--- src/rtl/commit_unit.sv ---
// In-order N-wide retirement stage: pops the longest committable ROB prefix, writes the ARF,
// releases one store per cycle and raises a precise flush. Optional counters: COMMIT_PERF_CNT_EN.
module commit_unit #(
   parameter int                    DATA_WIDTH   = 32,
   parameter int                    ADDR_WIDTH   = 32,
   parameter int                    COMMIT_WIDTH = 2,
   parameter int                    TAG_W        = 4,
   parameter logic [ADDR_WIDTH-1:0] TRAP_VEC     = 32'h0000_0100,
   localparam int                   CNT_W        = $clog2(COMMIT_WIDTH + 1)
) (
   input  logic                               clk,
   input  logic                               rst_n,
   input  logic [COMMIT_WIDTH-1:0]            rob_head_valid_i,
   input  logic [COMMIT_WIDTH-1:0]            rob_head_done_i,
   input  logic [COMMIT_WIDTH-1:0]            rob_head_exc_i,
   input  logic [COMMIT_WIDTH-1:0]            rob_head_wen_i,
   input  logic [COMMIT_WIDTH-1:0]            rob_head_store_i,
   input  logic [5*COMMIT_WIDTH-1:0]          rob_head_rd_i,
   input  logic [DATA_WIDTH*COMMIT_WIDTH-1:0] rob_head_data_i,
   input  logic [TAG_W*COMMIT_WIDTH-1:0]      rob_head_tag_i,
   input  logic [ADDR_WIDTH*COMMIT_WIDTH-1:0] rob_head_pc_i,
   input  logic                               rob_empty_i,
   output logic [CNT_W-1:0]                   rob_pop_cnt_o,
   output logic                               sb_commit_valid_o,
   input  logic                               sb_commit_ready_i,
   output logic [COMMIT_WIDTH-1:0]            arf_we_o,
   output logic [5*COMMIT_WIDTH-1:0]          arf_waddr_o,
   output logic [DATA_WIDTH*COMMIT_WIDTH-1:0] arf_wdata_o,
   output logic [TAG_W*COMMIT_WIDTH-1:0]      rt_clr_tag_o,
   output logic                               flush_o,
   output logic [ADDR_WIDTH-1:0]              redirect_pc_o,
   output logic [ADDR_WIDTH-1:0]              epc_o,
`ifdef COMMIT_PERF_CNT_EN
   output logic [63:0]                        instret_o,
   output logic [31:0]                        stall_cyc_o,
`endif
   output logic [1:0]                         dbg_state_o   // 0=RUN 1=FLUSH 2=DRAIN
);

   typedef enum logic [1:0] {
      ST_RUN   = 2'd0,
      ST_FLUSH = 2'd1,
      ST_DRAIN = 2'd2
   } state_t;

   state_t                            r_state;
   logic [COMMIT_WIDTH-1:0]           r_arf_we;
   logic [5*COMMIT_WIDTH-1:0]         r_arf_waddr;
   logic [DATA_WIDTH*COMMIT_WIDTH-1:0] r_arf_wdata;
   logic [TAG_W*COMMIT_WIDTH-1:0]     r_rt_clr_tag;
   logic                              r_flush;
   logic [ADDR_WIDTH-1:0]             r_redirect_pc;
   logic [ADDR_WIDTH-1:0]             r_epc;

   logic [COMMIT_WIDTH-1:0]           w_commit;
   logic [COMMIT_WIDTH-1:0]           w_we;
   logic [CNT_W-1:0]                  w_pop;
   logic                              w_stop;
   logic                              w_store_seen;
   logic                              w_sb_valid;
   logic                              w_exc_hit;
   logic [ADDR_WIDTH-1:0]             w_exc_pc;

   // Prefix scan: the first slot that cannot retire ends the group for this cycle.
   always_comb begin
      w_commit     = '0;
      w_stop       = 1'b0;
      w_store_seen = 1'b0;
      w_sb_valid   = 1'b0;
      w_exc_hit    = 1'b0;
      w_exc_pc     = '0;
      if (rst_n && (r_state == ST_RUN)) begin
         for (int k = 0; k < COMMIT_WIDTH; k++) begin
            if (!w_stop) begin
               if (!(rob_head_valid_i[k] && rob_head_done_i[k])) begin
                  w_stop = 1'b1;
               end else if (rob_head_exc_i[k]) begin
                  w_exc_hit = 1'b1;
                  w_exc_pc  = rob_head_pc_i[k*ADDR_WIDTH +: ADDR_WIDTH];
                  w_stop    = 1'b1;
               end else if (rob_head_store_i[k]) begin
                  if (w_store_seen) begin
                     w_stop = 1'b1;
                  end else begin
                     w_store_seen = 1'b1;
                     w_sb_valid   = 1'b1;
                     if (sb_commit_ready_i) w_commit[k] = 1'b1;
                     else                   w_stop      = 1'b1;
                  end
               end else begin
                  w_commit[k] = 1'b1;
               end
            end
         end
      end
   end

   always_comb begin
      w_pop = '0;
      for (int k = 0; k < COMMIT_WIDTH; k++) begin
         w_pop = w_pop + CNT_W'(w_commit[k]);
      end
   end

   // A younger committing write to the same rd supersedes the older one within a group.
   always_comb begin
      w_we = '0;
      for (int k = 0; k < COMMIT_WIDTH; k++) begin
         w_we[k] = w_commit[k] & rob_head_wen_i[k] & (rob_head_rd_i[k*5 +: 5] != 5'd0);
         for (int j = k + 1; j < COMMIT_WIDTH; j++) begin
            if (w_commit[j] && rob_head_wen_i[j] &&
                (rob_head_rd_i[j*5 +: 5] == rob_head_rd_i[k*5 +: 5])) begin
               w_we[k] = 1'b0;
            end
         end
      end
   end

   always_ff @(posedge clk) begin
      if (!rst_n) begin
         r_state       <= ST_RUN;
         r_arf_we      <= '0;
         r_arf_waddr   <= '0;
         r_arf_wdata   <= '0;
         r_rt_clr_tag  <= '0;
         r_flush       <= 1'b0;
         r_redirect_pc <= '0;
         r_epc         <= '0;
      end else begin
         r_flush       <= 1'b0;
         r_redirect_pc <= '0;
         for (int k = 0; k < COMMIT_WIDTH; k++) begin
            r_arf_we[k]                             <= w_we[k];
            r_arf_waddr[k*5 +: 5]                   <= w_we[k] ? rob_head_rd_i[k*5 +: 5] : 5'd0;
            r_arf_wdata[k*DATA_WIDTH +: DATA_WIDTH] <= w_we[k] ?
               rob_head_data_i[k*DATA_WIDTH +: DATA_WIDTH] : '0;
            r_rt_clr_tag[k*TAG_W +: TAG_W]          <= w_we[k] ?
               rob_head_tag_i[k*TAG_W +: TAG_W] : '0;
         end
         case (r_state)
            ST_RUN: begin
               if (w_exc_hit) begin
                  r_state       <= ST_FLUSH;
                  r_flush       <= 1'b1;
                  r_redirect_pc <= TRAP_VEC;
                  r_epc         <= w_exc_pc;
               end
            end
            ST_FLUSH: r_state <= ST_DRAIN;
            ST_DRAIN: if (rob_empty_i) r_state <= ST_RUN;
            default:  r_state <= ST_RUN;
         endcase
      end
   end

`ifdef COMMIT_PERF_CNT_EN
   logic [63:0] r_instret;
   logic [31:0] r_stall_cyc;

   always_ff @(posedge clk) begin
      if (!rst_n) begin
         r_instret   <= '0;
         r_stall_cyc <= '0;
      end else begin
         r_instret <= r_instret + 64'(w_pop);
         if ((r_state == ST_RUN) && !rob_empty_i && (w_pop == '0) && (r_stall_cyc != '1)) begin
            r_stall_cyc <= r_stall_cyc + 32'd1;
         end
      end
   end

   assign instret_o   = r_instret;
   assign stall_cyc_o = r_stall_cyc;
`endif

   assign rob_pop_cnt_o     = w_pop;
   assign sb_commit_valid_o = w_sb_valid;
   assign arf_we_o          = r_arf_we;
   assign arf_waddr_o       = r_arf_waddr;
   assign arf_wdata_o       = r_arf_wdata;
   assign rt_clr_tag_o      = r_rt_clr_tag;
   assign flush_o           = r_flush;
   assign redirect_pc_o     = r_redirect_pc;
   assign epc_o             = r_epc;
   assign dbg_state_o       = r_state;

endmodule

--- config.mk ---
export PLATFORM = sky130hd
export DESIGN_NAME = commit_unit
export DESIGN_NICKNAME = d
export VERILOG_FILES = /design/src/rtl/commit_unit.sv
export SDC_FILE = /design/constraint.sdc
export NUM_CORES = 1
export LEC_CHECK = 0
export BUFFER_PORTS_ARGS = -buffer_cell sky130_fd_sc_hd__buf_2
export CORE_AREA = 3 3 121 123
export CTS_CLUSTER_SIZE = 40
export DETAILED_ROUTE_END_ITERATION = 8
export DIE_AREA = 0 0 124 126
export GPL_ROUTABILITY_DRIVEN = 0
export PLACE_DENSITY = 0.62
export SYNTH_ARGS = -nofsm -noshare
export SYNTH_HDL_FRONTEND = slang
export SYNTH_SLANG_ARGS = --single-unit
--- constraint.sdc ---
create_clock -name clk -period 2 [get_ports clk]
set_clock_uncertainty 0.05 [all_clocks]
set_input_delay 0.2 -clock clk [delete_from_list [all_inputs] [get_ports clk]]
set_output_delay 0.2 -clock clk [all_outputs]
set_load 0.01 [all_outputs]
Word-level counts from Yosys, hierarchy flattened

Index checks and enable logic that the tools add are counted.

$lt $le $gt $ge: 0
Multipliers: 0
$add $sub $neg: 1
Shift operators: 0
Muxes and demuxes: 43
Div/mod/pow operators: 0
Reductions and logical operators: 13
Bitwise logic cells: 4
Equal/unequal tests: 5

Operators with widths:

| kind                                                                  | number |
|---|---|
| 32-bit 2-to-1 mux                                                     | 6 |
| 1-bit 2-to-1 mux                                                      | 32 |
| 2-bit AND reduction                                                   | 5 |
| 5-bit nonzero test                                                    | 2 |
| 9-bit 2-to-1 mux                                                      | 1 |
| 2-bit 2-to-1 mux                                                      | 3 |
| 2-bit case mux with 3 select lines                                    | 1 |
| 5-bit equality test                                                   | 1 |
| 1-bit logical AND                                                     | 5 |
| 1-bit AND                                                             | 4 |
| 2-bit != test, second input constant                                  | 2 |
| 1-bit by 1-bit adder with 2-bit output                                | 1 |
| 2-bit by 1-bit equality test with 1-bit output, second input constant | 1 |
| 2-bit equality test, second input constant                            | 1 |
| 2-bit logical NOT                                                     | 1 |

Memories kept: 0
Bits in writable memories: 0
Output and inout bits: 154
Logic and storage cells: 77
Memory bits (read-only): 0
Input bits: 160
Flip-flop bits (word level): 151
Latch bits: 0

Depth between registers and ports, before layout

Gate-level depths: netlist (run 1).

Depth in word-level cells: 14
Gate-level depth with buffers: 6
Mapped depth without buffers: 5

Worst setup path after synthesis (run 1)

OpenSTA, ideal clock, no wires.

Path type: flip-flop to flip-flop
Start: reg r_state[1], in the netlist dbg_state_o[1]
End: reg r_arf_waddr[0], in the netlist arf_waddr_o[0]
Buffers on the path: 1
Data required time: 1,819 ps
Arrival: 1,533 ps
Library setup time: 131 ps
Slack: 285 ps
Clock period less this slack: 1,715 ps
Stages on the path, launching flop included: 6
Cell sequence: dfxtp_1 > nor3b_4 > nand4_1 > nor4_4 > clkbuf_1 > nor3b_1

Longest elaborated chain between the ends: 7
Elaborated cells between the ends (all ways): 9
Those cells by class: 2 x mux; 2 x bitwise; 5 x reduce/logical

Ends and longest elaborated chain:

| what                                                         | RTL line | text |
|---|---|---|
| start: declaration                                           | 46       | `state_t r_state;` |
| start signal: assignment                                     | 121      | `r_state <= ST_RUN;` |
| start signal: assignment                                     | 143      | `r_state <= ST_FLUSH;` |
| start signal: assignment                                     | 149      | `ST_FLUSH: r_state <= ST_DRAIN;` |
| 2-bit logical NOT *                                          | 72       | `if (rst_n && (r_state == ST_RUN)) begin` |
| 1-bit logical AND *                                          | 72       |  |
| 2-bit 2-to-1 mux *                                           | 72       |  |
| 1-bit AND or 1-bit logical AND (tied branches) (2 in series) | 109, 111 |  |
| 1-bit 2-to-1 mux *                                           | 111      | `if (w_commit[j] && rob_head_wen_i[j] &&` |
| 2-bit AND reduction (no source line) *                       | --       |  |
| end signal: indexed assignment                               | 134      | `r_arf_waddr[k*5 +: 5] <= w_we[k] ? rob_head_rd_i[k*5 +: 5] : 5'd0;` |
| end: declaration                                             | 48       | `logic [5*COMMIT_WIDTH-1:0] r_arf_waddr;` |

Mark *: on every way between the ends. The rest lies on a longest branch, timed or not.
A chain may end at the register's enable or synchronous reset.

Final worst setup path (run 1)

Start: reg r_state[0], in the netlist dbg_state_o[0]
End: out rob_pop_cnt_o[0]

Longest elaborated chain between the ends: 4

Ends and longest elaborated chain:

| what                                   | RTL line | text |
|---|---|---|
| 2-bit logical NOT                      | 72       |  |
| 1-bit logical AND                      | 72       |  |
| 2-bit 2-to-1 mux                       | 72       |  |
| 1-bit by 1-bit adder with 2-bit output | 101      | `w_pop = w_pop + CNT_W'(w_commit[k]);` |
| end: declaration                       | 23       | `output logic [CNT_W-1:0] rob_pop_cnt_o,` |

Every way passes these cells.

==> metrics.txt, run 1 <==
arrival time worst endpoint=1.69 ns; CP top delay family=simple AND/OR/NAND/NOR gates; Largest stage delay, worst path=0.34 ns; CP Buf/Inv Count=2; CORE AREA=0.0138 mm2; worst-case vdd ir drop=0.601 mV; leading area contributor after synthesis=dfxtp_1; first-pass GRT wire length=21.8 mm; Critical Path End Type=output pin; root buffer cell=clkbuf_16; Pwr Density=855 mW/mm2; Leakage=3.64 nW; Pins Over Slew Limit=0; Worst Slack Setup Final=0.0608 ns; YS warnings=0; per-cell routed wire length=14.8 um; vias in the first global route=4,539; Antenna diodes=0; CP max stage cell=dfxtp_2; Die X=124 um; via count=4,237; clock sink count=119; Clock Latency Late Sink=0.41 ns; IO Port Bufs=282; initial antenna violation count=0; Critical Path RT=1.75 ns; Setup violations, final=0; synthesis-to-layout area growth=67.7%; Reg clk slew, reported paths=0.05 ns; Post-Syn Area per Cell=10.7 um2; die area=0.0156 mm2; nets=921; Seq/Total Area, Yosys=55.6%; crit path launch type=register; Final min period=1.94 ns; 1st-pass router iterations=4; mapped cell area=0.00429 mm2; Synth cell types=34; share of layout cells above drive strength 1=42.9%; GRT Resource Usage Total=17.9%; clk buf depth=2; CTS H-tree lvls=4; antenna viol nets, final=0; CTS tree=done; Fin. Hold Viols=0; drt drc=0; routed vias/inst=4.45; starting DRC count in detailed routing=171; fin crit share=97.0%; critical path class=register to output pin; total power draw=6.14 mW; Die Ht=126 um; Detail Placement HPWL=10.0 mm; post-place setup slack=0.217 ns; run status=completed; min-delay worst type=input port to register; max_cap viols=0; TritonCTS buffer count=17; critical path, cell by cell=nor3b_4, and3_1, buf_4, ha_1, buf_2; CP Max Fanout=8; Max Clk Rate=516 MHz; Starting Density=31.1%; GRT Residual Overflow=0; IO Count=314; final wirelength=14.1 mm; largest net degree at the start of global routing=38; RSZ-0062 raised after global routing=true; Rows=43; synth top area cells=dfxtp_1 56%, nor3b_1 6.3%, and2_1 6.3%; post-synthesis register bit count=119; area share of the largest cell type after synthesis=55.6%; Syn Inst Count=399
routing by layer:
layer  wire [um]  track usage [%]  part of all wire (%)
met5           0                0                     0
met4         414             7.86                   2.9
met3        1170             6.47                   8.3
met2        7400             32.3                    52
met1        5130             18.1                    36
cell families (layout without fill, tap and decap cells):
group                    Yosys count  count (layout)  share of synthesized area, %
buffers and inverters             71             414                          9.23
multiplexers                       1               1                         0.234
adder cells (fa/ha/maj)            1               1                         0.292
AND/OR/NAND/NOR                  126             126                          19.3
AO/OA/AOI/OAI                     75              75                          14.2
flip-flops                       119             119                          55.6
XOR/XNOR                           5               5                          1.02
other                              1              31                        0.0875
synth_stat cells:
cell type and n:
conb_1 1, xnor2_1 5, nand2_1 15, a22oi_1 21, a21oi_1 8, or3_1 1
nor3_1 1, ha_1 1, o211a_1 11, and2_1 43, o21a_1 1, and4b_1 1
clkbuf_1 19, nand4_1 2, buf_4 32, inv_1 13, dfxtp_1 119, nor4b_4 1
buf_2 7, o2111ai_1 11, nor4_4 1, nand3b_1 1, or4_1 2, and3b_1 2
mux2i_1 1, nand3_1 8, a31o_2 1, nor3b_4 1, o2bb2ai_1 21, nand2b_1 1
o22ai_1 1, nor2_1 6, nor3b_1 36, and3_1 4
layout by cell type, fill, tap and decap left out, types with 11 or more instances in the layout:
master and count:
a22oi_1 21, and2_1 43, buf_2 282, buf_4 11
clkbuf_16 17, conb_1 31, dfxtp_1 117, dlygate4sd3_1 75
inv_1 13, nand2_1 15, nor3b_1 36, o2111ai_1 11
o211a_1 11, o2bb2ai_1 21
worst reg2reg max path: cells and delay by family, from the launching register on:
kind                   cells  cell delay, ns
DFF                        1            0.34
and+or+nand+nor            4            0.91
buffers and inverters      2            0.47
repair_timing:
item                       CTS  global route
setup endpoints to repair    1             1
hold buffers                75             0
gates resized for setup      1             2
buffers inserted             1             0
pin swaps                    1             0
hold endpoints to repair    75             0
report_power, final:
group          total [mW]  internal (mW)  leakage, nW  switching (mW)
combinational       0.530          0.302         2.39           0.228
clock                3.19           2.11        0.289            1.08
sequential           2.42           2.41        0.962          0.0167
final timing paths:
check | from | to | slack (ns) | depth (start not counted)
setup / recovery | dbg_state_o[0] | rob_pop_cnt_o[0] | 0.06 | 5
setup reg to reg | dbg_state_o[0] | arf_wdata_o[63] | 0.17 | 6
hold reg to reg | epc_o[7] | epc_o[7] | 0.40 | 1
hold / removal | rob_head_data_i[28] | arf_wdata_o[28] | 0.02 | 2
registers in the layout, summed over array words and instances, names as in the netlist:
name           count
redirect_pc_o      1
arf_wdata_o       64
dbg_state_o        2
arf_waddr_o       10
rt_clr_tag_o       8
arf_we_o           2
epc_o             32
per-stage QoR:
stage	utilization (%)	std cells	hold WS [ns]	TNS (ns)	area (um2)
floorplan	-	429	0.272	0	4400
global placement	42.1	845	0.349	0	5800
detailed placement	42.1	845	0.351	0	5800
CTS	52.1	952	0.00119	0	7180
global route	52.2	952	0.00467	-0.0493	7190
finish	52.2	952	0.0229	0	7190
layout make-up:
| type | count | area [um2] |
|---|---|---|
| Fill cell | 1236 | 6590 |
| Sequential cell | 119 | 2380 |
| Timing Repair Buffer | 370 | 2280 |
| Multi-Input combinational cell | 239 | 1620 |
| Clock buffer | 20 | 447 |
| Tap cell | 180 | 225 |
| Clock inverter | 11 | 173 |
| Inverter | 13 | 48.8 |
Power figures use the tool's default switching activity.
==> run 2: changes to the inputs <==
--- a/config.mk
+++ b/config.mk
@@ -5,7 +5,7 @@
 export SDC_FILE = /design/constraint.sdc
 export NUM_CORES = 1
 export LEC_CHECK = 0
-export BUFFER_PORTS_ARGS = -buffer_cell sky130_fd_sc_hd__buf_2
+export BUFFER_PORTS_ARGS = -buffer_cell sky130_fd_sc_hd__buf_4
 export CORE_AREA = 3 3 121 123
 export CTS_CLUSTER_SIZE = 40
 export DETAILED_ROUTE_END_ITERATION = 8
==> run 2 against run 1 <==
Clock-buffer cell count stayed put. Total power shrank 2.2%. Cell count down 1.6%. Sequential power hardly changed. Final area up 7.4%. Core utilization increased by 3.9 points. Clock power fell by 6.9%. Combinational power rose by 16%. Non-clock buffer count is 15 lower. Wire length increased by 1.7%. Largest power group unchanged.
==> metrics.txt, run 2 (same netlist as run 1, synthesis figures left out) <==
Critical Path End Type=output pin (unchanged); initial antenna violation count=0 (unchanged); Comb pwr share=10.2% (was 8.6%); worst-case vdd ir drop=0.467 mV (was 0.601 mV); vias in the first global route=4,302 (was 4,539); CTS H-tree lvls=4 (unchanged); Pwr Density=778 mW/mm2 (was 855 mW/mm2); CP max stage cell=dfxtp_2 (unchanged); CTS tree=done (unchanged); routed vias/inst=4.46 (was 4.45); GRT Resource Usage Total=17.7% (was 17.9%); max FFs per register=64 (unchanged); die area=0.0156 mm2 (unchanged); Die Ht=126 um (unchanged); Pins Over Slew Limit=0 (unchanged); clk buf depth=2 (unchanged); non-filler cells, final=937 (was 952); most common cell after layout, fill and taps aside=buf_4 (was buf_2); synthesis-to-layout area growth=80.1% (was 67.7%); Final min period=1.97 ns (was 1.94 ns); starting DRC count in detailed routing=181 (was 171); root buffer cell=clkbuf_16 (unchanged); Reg power frac=40.4% (was 39.5%); Sw Ratio=22.0% (was 21.5%); Setup violations, final=0 (unchanged); per-cell routed wire length=15.3 um (was 14.8 um); max_cap viols=0 (unchanged); run status=completed (unchanged); Final Util=56.1% (was 52.2%); post-place setup slack=0.228 ns (was 0.217 ns); Leakage=3.69 nW (was 3.64 nW); antenna viol nets, final=0 (unchanged); largest net degree at the start of global routing=38 (unchanged); Largest stage delay, worst path=0.34 ns (about the same); Net Switching=1.32 mW (about the same); 1st-pass router iterations=4 (unchanged); Reg clk slew, reported paths=0.05 ns (about the same); Post-Place Cells=844 (was 845); first-pass GRT wire length=21.5 mm (was 21.8 mm); share of layout cells above drive strength 1=44.0% (was 42.9%); Clock Power Share=49.4% (was 51.9%); nets=906 (was 921); most frequent cells in the layout=292 x buf_4, 117 x dfxtp_1, 60 x dlygate4sd3_1, 43 x and2_1, 36 x nor3b_1 (was 282 x buf_2, 117 x dfxtp_1, 75 x dlygate4sd3_1, 43 x and2_1, 36 x nor3b_1); drt drc=0 (unchanged); Detail Placement HPWL=10.4 mm (was 10.0 mm); IO Port Bufs=282 (unchanged); min-delay worst type=input port to register (unchanged); IO Count=314 (unchanged); arrival time worst endpoint=1.72 ns (was 1.69 ns); crit path launch type=register (unchanged); Rows=43 (unchanged); final wirelength=14.3 mm (was 14.1 mm); Most common cell on crit path=buf_4; critical path, cell by cell=nor3b_4, and3_4, buf_4, ha_1, buf_4 (was nor3b_4, and3_1, buf_4, ha_1, buf_2); Max Clk Rate=509 MHz (was 516 MHz); CORE AREA=0.0138 mm2 (unchanged); GRT Residual Overflow=0 (unchanged); CP Max Fanout=7 (was 8); TritonCTS buffer count=17 (unchanged); via count=4,180 (was 4,237); cell-internal power=4.69 mW (was 4.82 mW); RSZ-0062 raised after global routing=true (unchanged); critical path class=register to output pin (unchanged); Antenna diodes=0 (unchanged); clock sink count=119 (unchanged); fin crit share=98.3% (was 97.0%); Fin. Hold Viols=0 (unchanged); Die X=124 um (unchanged); Clock Latency Late Sink=0.40 ns (was 0.41 ns); Starting Density=31.1% (unchanged); Worst Slack Setup Final=0.0342 ns (was 0.0608 ns); Critical Path RT=1.75 ns (about the same)
==> run 2: cell count changes in the layout (fill, tap and decap cells not counted) <==
| cell | before | now |
|---|---|---|
| clkbuf_1 | 2 | 1 |
| buf_4 | 11 | 292 |
| clkbuf_8 | 1 | 2 |
| clkinvlp_4 | 4 | 3 |
| and3_4 | 0 | 1 |
| bufinv_16 | 4 | 2 |
| buf_2 | 282 | 0 |
| and3_1 | 4 | 3 |
| dlygate4sd3_1 | 75 | 60 |
| buf_12 | 2 | 3 |
| inv_6 | 1 | 2 |
| clkinv_2 | 1 | 3 |
==> run 2: layout make-up <==
type | count | area [um2]
clock buffer | 20 | 457
fill | 1210 | 6050
inverter | 13 | 48.8
clock inverter | 11 | 124
timing repair buffer | 355 | 2850
sequential | 119 | 2380
multi-input combinational | 239 | 1630
tap | 180 | 225
==> run 2: what timing repair did <==
| action | 4_1_cts | 5_1_grt |
|---|---|---|
| hold endpoints to repair | 57 | 3 |
| pin swaps | 1 | 1 |
| setup buffers | 0 | 2 |
| setup endpoints to repair | 1 | 2 |
| gates resized for setup | 3 | 1 |
| hold buffers | 57 | 3 |
==> run 2: path summary, 6_finish.rpt <==
| check | startpoint | cells after the start | end | slack, ns |
|---|---|---|---|---|
| worst max-delay path | dbg_state_o[1] | 5 | rob_pop_cnt_o[0] | 0.03 |
| worst min-delay path | rob_head_data_i[21] | 2 | arf_wdata_o[21] | 0.02 |
| worst max register to register | dbg_state_o[1] | 7 | arf_wdata_o[14] | 0.20 |
| worst min register to register | epc_o[7] | 1 | epc_o[7] | 0.41 |
==> run 2: through the flow <==
step | TNS [ns] | total power, mW | instance area, um2 | hold slack (ns)
6_report | 0 | 6.01 | 7720 | 0.0191
5_1_grt | -0.0492 | 6.23 | 7720 | 0.000475
4_1_cts | -0.0154 | 6.05 | 7670 | 0.000342
3_5_place_dp | 0 | 2.99 | 6510 | 0.354
3_3_place_gp | 0 | 2.98 | 6510 | 0.352
2_1_floorplan | 0 | 2.69 | 4400 | 0.272
==> run 2: worst max-delay path: cells and delay by family (launching register included) <==
family,cells,cell delay [ns]
and+or+nand+nor,2,0.43
DFF,1,0.34
buffers and inverters,2,0.30
adders and majority gates,1,0.24
==> run 2: metal layers <==
| layer | GRT usage [%] | share of wire [%] |
|---|---|---|
| met5 | 0 | 0 |
| met1 | 18.9 | 38 |
| met2 | 31.1 | 51 |
| met3 | 7.05 | 8.9 |
| met4 | 6.51 | 2.2 |
==> run 2: power groups by stage <==
stage	combinational (mW)	sequential (mW)	clock [mW]
finish	0.615	2.43	2.97
global route	0.667	2.43	3.14
CTS	0.606	2.43	3.02
detailed placement	0.514	2.48	0
global placement	0.507	2.48	0
floorplan	0.201	2.49	0
